File: config.mk
export PLATFORM = sky130hd
export DESIGN_NAME = multi_mac_base
export DESIGN_NICKNAME = d
export VERILOG_FILES = /design/src/rtl/mac_pkg.sv /design/src/rtl/mac_lane.sv /design/src/rtl/multi_mac_base.sv
export SDC_FILE = /design/constraint.sdc
export NUM_CORES = 2
export LEC_CHECK = 0
export CAP_MARGIN = 40
export CORE_ASPECT_RATIO = 1.1
export CORE_MARGIN = 2
export CORE_UTILIZATION = 44
export DETAILED_ROUTE_END_ITERATION = 10
export GPL_ROUTABILITY_DRIVEN = 0
export PLACE_DENSITY = 0.61
export RECOVER_POWER = 100
export SKIP_CTS_REPAIR_TIMING = 1
export SYNTH_ARGS = -nofsm -noshare
export SYNTH_HDL_FRONTEND = slang
export SYNTH_HIERARCHICAL = 1
export SYNTH_SLANG_ARGS = --single-unit
File: constraint.sdc
create_clock -name clk -period 4.9 [get_ports clk]
set_input_delay 0.735 -clock clk [delete_from_list [all_inputs] [get_ports clk]]
set_output_delay 0.735 -clock clk [all_outputs]
set_load 0.05 [all_outputs]
File: src/rtl/mac_pkg.sv
// Shared parameters, lane-slice helper and window tag payload for the multi-lane MAC core.
package mac_pkg;

  localparam int unsigned MAC_LANES   = 5;
  localparam int unsigned MAC_DW      = 16;
  localparam int unsigned MAC_CW      = 36;
  localparam int unsigned MAC_ACC_LEN = 4;

  // LSB offset of lane `lane` in a bus of `w`-bit lanes (lane 0 in the LSBs)
  function automatic int unsigned lane_lo(input int unsigned lane, input int unsigned w);
    return lane * w;
  endfunction

  typedef struct packed {
    logic first;
    logic last;
  } win_tag_t;

endpackage

File: src/rtl/mac_lane.sv
// One MAC lane: product register, window accumulator and result register.
module mac_lane #(
  parameter int unsigned DW = 16,
  parameter int unsigned CW = 36
) (
  input  logic          clk,
  input  logic          rst_n,
  input  logic [DW-1:0] a,
  input  logic [DW-1:0] b,
  input  logic          first,
  input  logic          last,
  input  logic          in_vld,
  output logic [CW-1:0] c,
  output logic          vld
);

  localparam int unsigned PW = 2 * DW;

  logic [PW-1:0] p_q, p_d;
  logic [CW-1:0] acc_q, acc_d;
  logic [CW-1:0] c_q, c_d;
  logic          vld_q, vld_d;

  // Idle cycles register a zero product, so the accumulator simply holds between samples
  always_comb begin
    p_d   = in_vld ? (PW'(a) * PW'(b)) : '0;
    acc_d = first ? CW'(p_q) : (acc_q + CW'(p_q));
    c_d   = last ? acc_q : c_q;
    vld_d = last;
  end

  always_ff @(posedge clk or negedge rst_n) begin
    if (!rst_n) begin
      p_q   <= '0;
      acc_q <= '0;
      c_q   <= '0;
      vld_q <= 1'b0;
    end else begin
      p_q   <= p_d;
      acc_q <= acc_d;
      c_q   <= c_d;
      vld_q <= vld_d;
    end
  end

  assign c   = c_q;
  assign vld = vld_q;

endmodule

File: src/rtl/multi_mac_base.sv
// LANES-wide lock-step MAC core: window counter and shared first/last tag pipeline feeding the lanes.
module multi_mac_base
  import mac_pkg::*;
#(
  parameter int unsigned LANES   = MAC_LANES,
  parameter int unsigned DW      = MAC_DW,
  parameter int unsigned CW      = MAC_CW,
  parameter int unsigned ACC_LEN = MAC_ACC_LEN
) (
  input  logic                clk,
  input  logic                rst_n,
  input  logic                sof,
  input  logic [LANES*DW-1:0] A,
  input  logic [DW-1:0]       B,
  output logic [LANES*CW-1:0] C,
  output logic [LANES-1:0]    valid
);

  localparam int unsigned CNT_W = (ACC_LEN > 1) ? $clog2(ACC_LEN) : 1;

  logic [CNT_W-1:0] cnt_q, cnt_d;
  logic [CNT_W-1:0] pos_c;
  logic             sof_q;
  win_tag_t         s1_q, s1_d;
  logic             last2_q;

  // A sof rising edge always starts a window at position 0
  always_comb begin
    pos_c      = sof_q ? cnt_q : '0;
    s1_d.first = sof & (pos_c == '0);
    s1_d.last  = sof & (pos_c == CNT_W'(ACC_LEN - 1));
    if (!sof || s1_d.last) begin
      cnt_d = '0;
    end else begin
      cnt_d = pos_c + CNT_W'(1);
    end
  end

  always_ff @(posedge clk or negedge rst_n) begin
    if (!rst_n) begin
      cnt_q   <= '0;
      sof_q   <= 1'b0;
      s1_q    <= '0;
      last2_q <= 1'b0;
    end else begin
      cnt_q   <= cnt_d;
      sof_q   <= sof;
      s1_q    <= s1_d;
      last2_q <= s1_q.last;
    end
  end

  for (genvar i = 0; i < int'(LANES); i++) begin : g_lane
    mac_lane #(
      .DW(DW),
      .CW(CW)
    ) u_lane (
      .clk   (clk),
      .rst_n (rst_n),
      .a     (A[lane_lo(i, DW) +: DW]),
      .b     (B),
      .first (s1_q.first),
      .last  (last2_q),
      .in_vld(sof),
      .c     (C[lane_lo(i, CW) +: CW]),
      .vld   (valid[i])
    );
  end

endmodule

==> key figures <==
Drt
  • DRC violations left: 0
  • Routed WL: around 190,000 um
  • Post-DRT Antenna Nets: 0
  • Routed vias: 55,196
  • First-pass DRT Iterations: 5
  • Via/cell ratio: 5.202
  • Routed WL per cell: 17.70 um
  • 1st-iter DRT viols: 2,831

Clock tree
  • H-tree Lvls: 2
  • Clock slew seen by the registers of the worst setup and hold paths: 80 ps
  • CTS sink cnt: roughly 530
  • CTS buffer count: 60
  • Worst-Skew Late Latency: 710 ps
  • CTS tree: yes
  • Clock buffer depth: 3
  • CTS root buf: clkbuf_16

Cells and area
  • Most frequent cells in the layout: 1,118 x inv_1, 1,029 x nand2_1, 927 x fa_1, 682 x buf_4, 609 x ha_1
  • Fin nets: 10,219
  • Filler Cells Inserted: 13,984
  • Layout area overhead: 25.15%
  • Fraction of layout cells with a size suffix above 1: a little over a fifth
  • Final core occ: around 55%
  • Final instance area: 87,100 um^2
  • Commonest non-fill, non-tap cell in the layout: inv_1
  • Finished Layout Cells: 10,611

Floorplanning
  • Die width: 383.2 um
  • Rows: 153
  • Ports: roughly 280
  • Die Y: 421.1 um
  • Starting density of the core: 44.18%
  • Core area: 157,600 um^2
  • Die ar.: 161,400 um^2

Worst setup path
  • Worst path top cell family by delay: adder cells
  • Critical path's most frequent cell: fa_1
  • Reg2Reg Capture Point: g_lane[4].u_lane/acc_q[32]$_DFF_PN0_
  • Crit Path Category: input pin to flip-flop
  • Worst path bufs/invs: 9
  • FF-to-FF setup slack: 480 ps
  • Setup crit end kind: flip-flop
  • Crit path launch type: input pin
  • Worst path max stage delay: 560 ps
  • Worst EP required: 5460 ps
  • R2r worst-path depth: 6
  • CP Cell Sequence: buf_12 > buf_12 > and2_4 > fa_1 > inv_2 > fa_1 > inv_1 > fa_1 > fa_1 > fa_1 > inv_1 > fa_1 > inv_2 > ha_4 > buf_4 > buf_6 > buf_6 > nand2_4 > o21ai_2 > a221o_1 > or2_4 > a21oi_4 > o21ai_2 > mux2_2
  • Critical path's slowest cell: fa_1
  • Crit path DAT: 6520 ps
  • Reg-to-reg startpoint: s1_q[1]$_DFF_PN0_
  • Critical path peak fanout: 5

Outcome
  • Failing checks: capacitance limit, slew limit, setup timing
  • Status: finished with violations

Yosys
  • Post-Syn Area: 69,600 um^2
  • Mapped Avg Cell Area: 9.267 um^2
  • Ys async rst share: 100.0%
  • Mapped Cells: ~7,500
  • EDFF count, synth: 0
  • Post-synth net total: between 9,000 and 10,000
  • Sequential area share after synthesis: between 10% and 20%
  • Library cells used by synthesis: 116
  • Yosys warning total: 6
  • Synthesized flop and latch total: between 500 and 600
  • Primary FF master, synth: dfrtp_1

Placed design
  • Cell Area, Placed: 81,990 um^2
  • Placed insts: 10,382
  • # port buffers: 283
  • Dpl hpwl: 150,100 um

Worst hold path
  • Worst Hold Endpoint: last2_q$_DFF_PN0_
  • WHS Path Cells: 0
  • Hold Crit Start: s1_q[0]$_DFF_PN0_
  • Min-Delay Path Class: flip-flop to flip-flop

GRT
  • Initial antenna violation count: 14
  • Largest net degree at the start of global routing: 104
  • Vias in the first global route: 58,863
  • First-pass GRT wire length: 298,900 um
  • Overall Global Routing Usage: 22.77%
  • Total gr overflow: 0

Timing
  • Slew HR: -88.27%
  • Period utilisation layout: 121.7%
  • Final setup violation count: 107
  • RSZ-0062 raised after global routing: true
  • Clk_skew: between 40 and 50 ps
  • Fmax: 167.7 MHz
  • Worst-Margin Slew: 2824 ps
  • Post-layout min period: about 6000 ps
  • Pins over their slew limit: 990
  • Setup_tns: -70,630 ps
  • Fin worst setup slack: -1062 ps
  • Hold Vio Cnt, Final: 0

Job
  • Max-cap violations: 16
## metrics by stage
step / hold WS (ps) / setup WS, ps
after floorplan: 331.2 / -1095
after global placement: 331.3 / -1864
after detailed placement: 337.9 / -1961
after CTS: 65.93 / -1227
after global routing: 370.7 / -1207
final: 353.9 / -1062
## state kept, by name, summed over array words and instances, names as in the netlist
name                 count
g_lane.u_lane/acc_q    180
cnt_q                    2
last2_q                  1
sof_q                    1
g_lane.u_lane/vld        5
g_lane.u_lane/c        180
g_lane.u_lane/p_q      160
s1_q                     2
## synth_stat cells (30+ instances only)
library cell,count,area (um^2)
nor2b_1,42,262.8
o21a_1,39,292.8
mux2_2,197,2218
nand2b_1,35,219.0
and2_1,639,3998
ha_1,681,8521
clkbuf_1,261,979.7
o21ai_0,275,1376
nand2_1,1067,4005
nor3_1,52,260.3
nand4_1,46,287.8
o21bai_1,39,292.8
a21o_1,114,855.8
inv_1,1218,4572
o211ai_1,33,247.7
a211oi_1,34,255.2
xnor2_1,136,1191
o31ai_1,30,225.2
xor2_1,104,910.9
a21oi_1,283,1416
nand3_1,61,305.3
dfrtp_1,531,13290
nor2_1,244,915.9
fa_1,975,19520
## final cells by class
type / instances / area, um^2 / area share (%)
Timing Repair Buffer: 1180 / 11230 / 12.89
Multi-Input combinational cell: 5471 / 53310 / 61.20
Tap cell: 2092 / 2618 / 3.005
Sequential cell: 531 / 13290 / 15.26
Clock buffer: 78 / 1669 / 1.916
Inverter: 1220 / 4579 / 5.257
Antenna cell: 7 / 17.52 / 0.02011
Clock inverter: 32 / 394.1 / 0.4525
## per-layer routing
metal / up-vias / global-route usage (%) / share of wire, %
met4: 4 / 6.522 / 3.2
met1: 27742 / 28.60 / 41
met3: 329 / 2.289 / 5.0
met2: 1256 / 41.18 / 51
met5: - / 0 / 0.011
li1: 25865 / - / -
## worst reg2reg max path: stages, from the launching register on
cell and delay (ps):
dfrtp_1 1530, clkbuf_2 1500, inv_1 630, nand2_1 300
nor3_1 70, a21oi_1 120, o311ai_1 110
## how the worst max path moves through the flow
| stage | start | end | slack, ps | cells after the start |
|---|---|---|---|---|
| 6_report | B[6] | g_lane[2].u_lane/p_q[31]$_DFF_PN0_ | -1060 | 24 |
| 5_1_grt | B[6] | g_lane[2].u_lane/p_q[28]$_DFF_PN0_ | -1210 | 23 |
| 4_1_cts | A[45] | g_lane[2].u_lane/p_q[31]$_DFF_PN0_ | -1230 | 22 |
| 3_5_place_dp | A[45] | g_lane[2].u_lane/p_q[31]$_DFF_PN0_ | -1960 | 22 |
| 3_3_place_gp | A[37] | g_lane[2].u_lane/p_q[26]$_DFF_PN0_ | -1860 | 23 |
| 2_1_floorplan | A[39] | g_lane[2].u_lane/p_q[31]$_DFF_PN0_ | -1090 | 23 |
## cell families after synthesis
logic type,count (synthesis),share of synthesized area [%]
AOI/OAI and AO/OA,1051,9.868
xor gates and xnor gates,240,3.020
adders and majority gates,1656,40.29
buffers and inverters,1508,8.225
DFF,531,19.09
muxes,218,3.497
and+or+nand+nor,2306,16.01
Power is left out: the tool's default activity adds up to more than one toggle a clock period on the data nets, which glitch-free logic cannot reach.
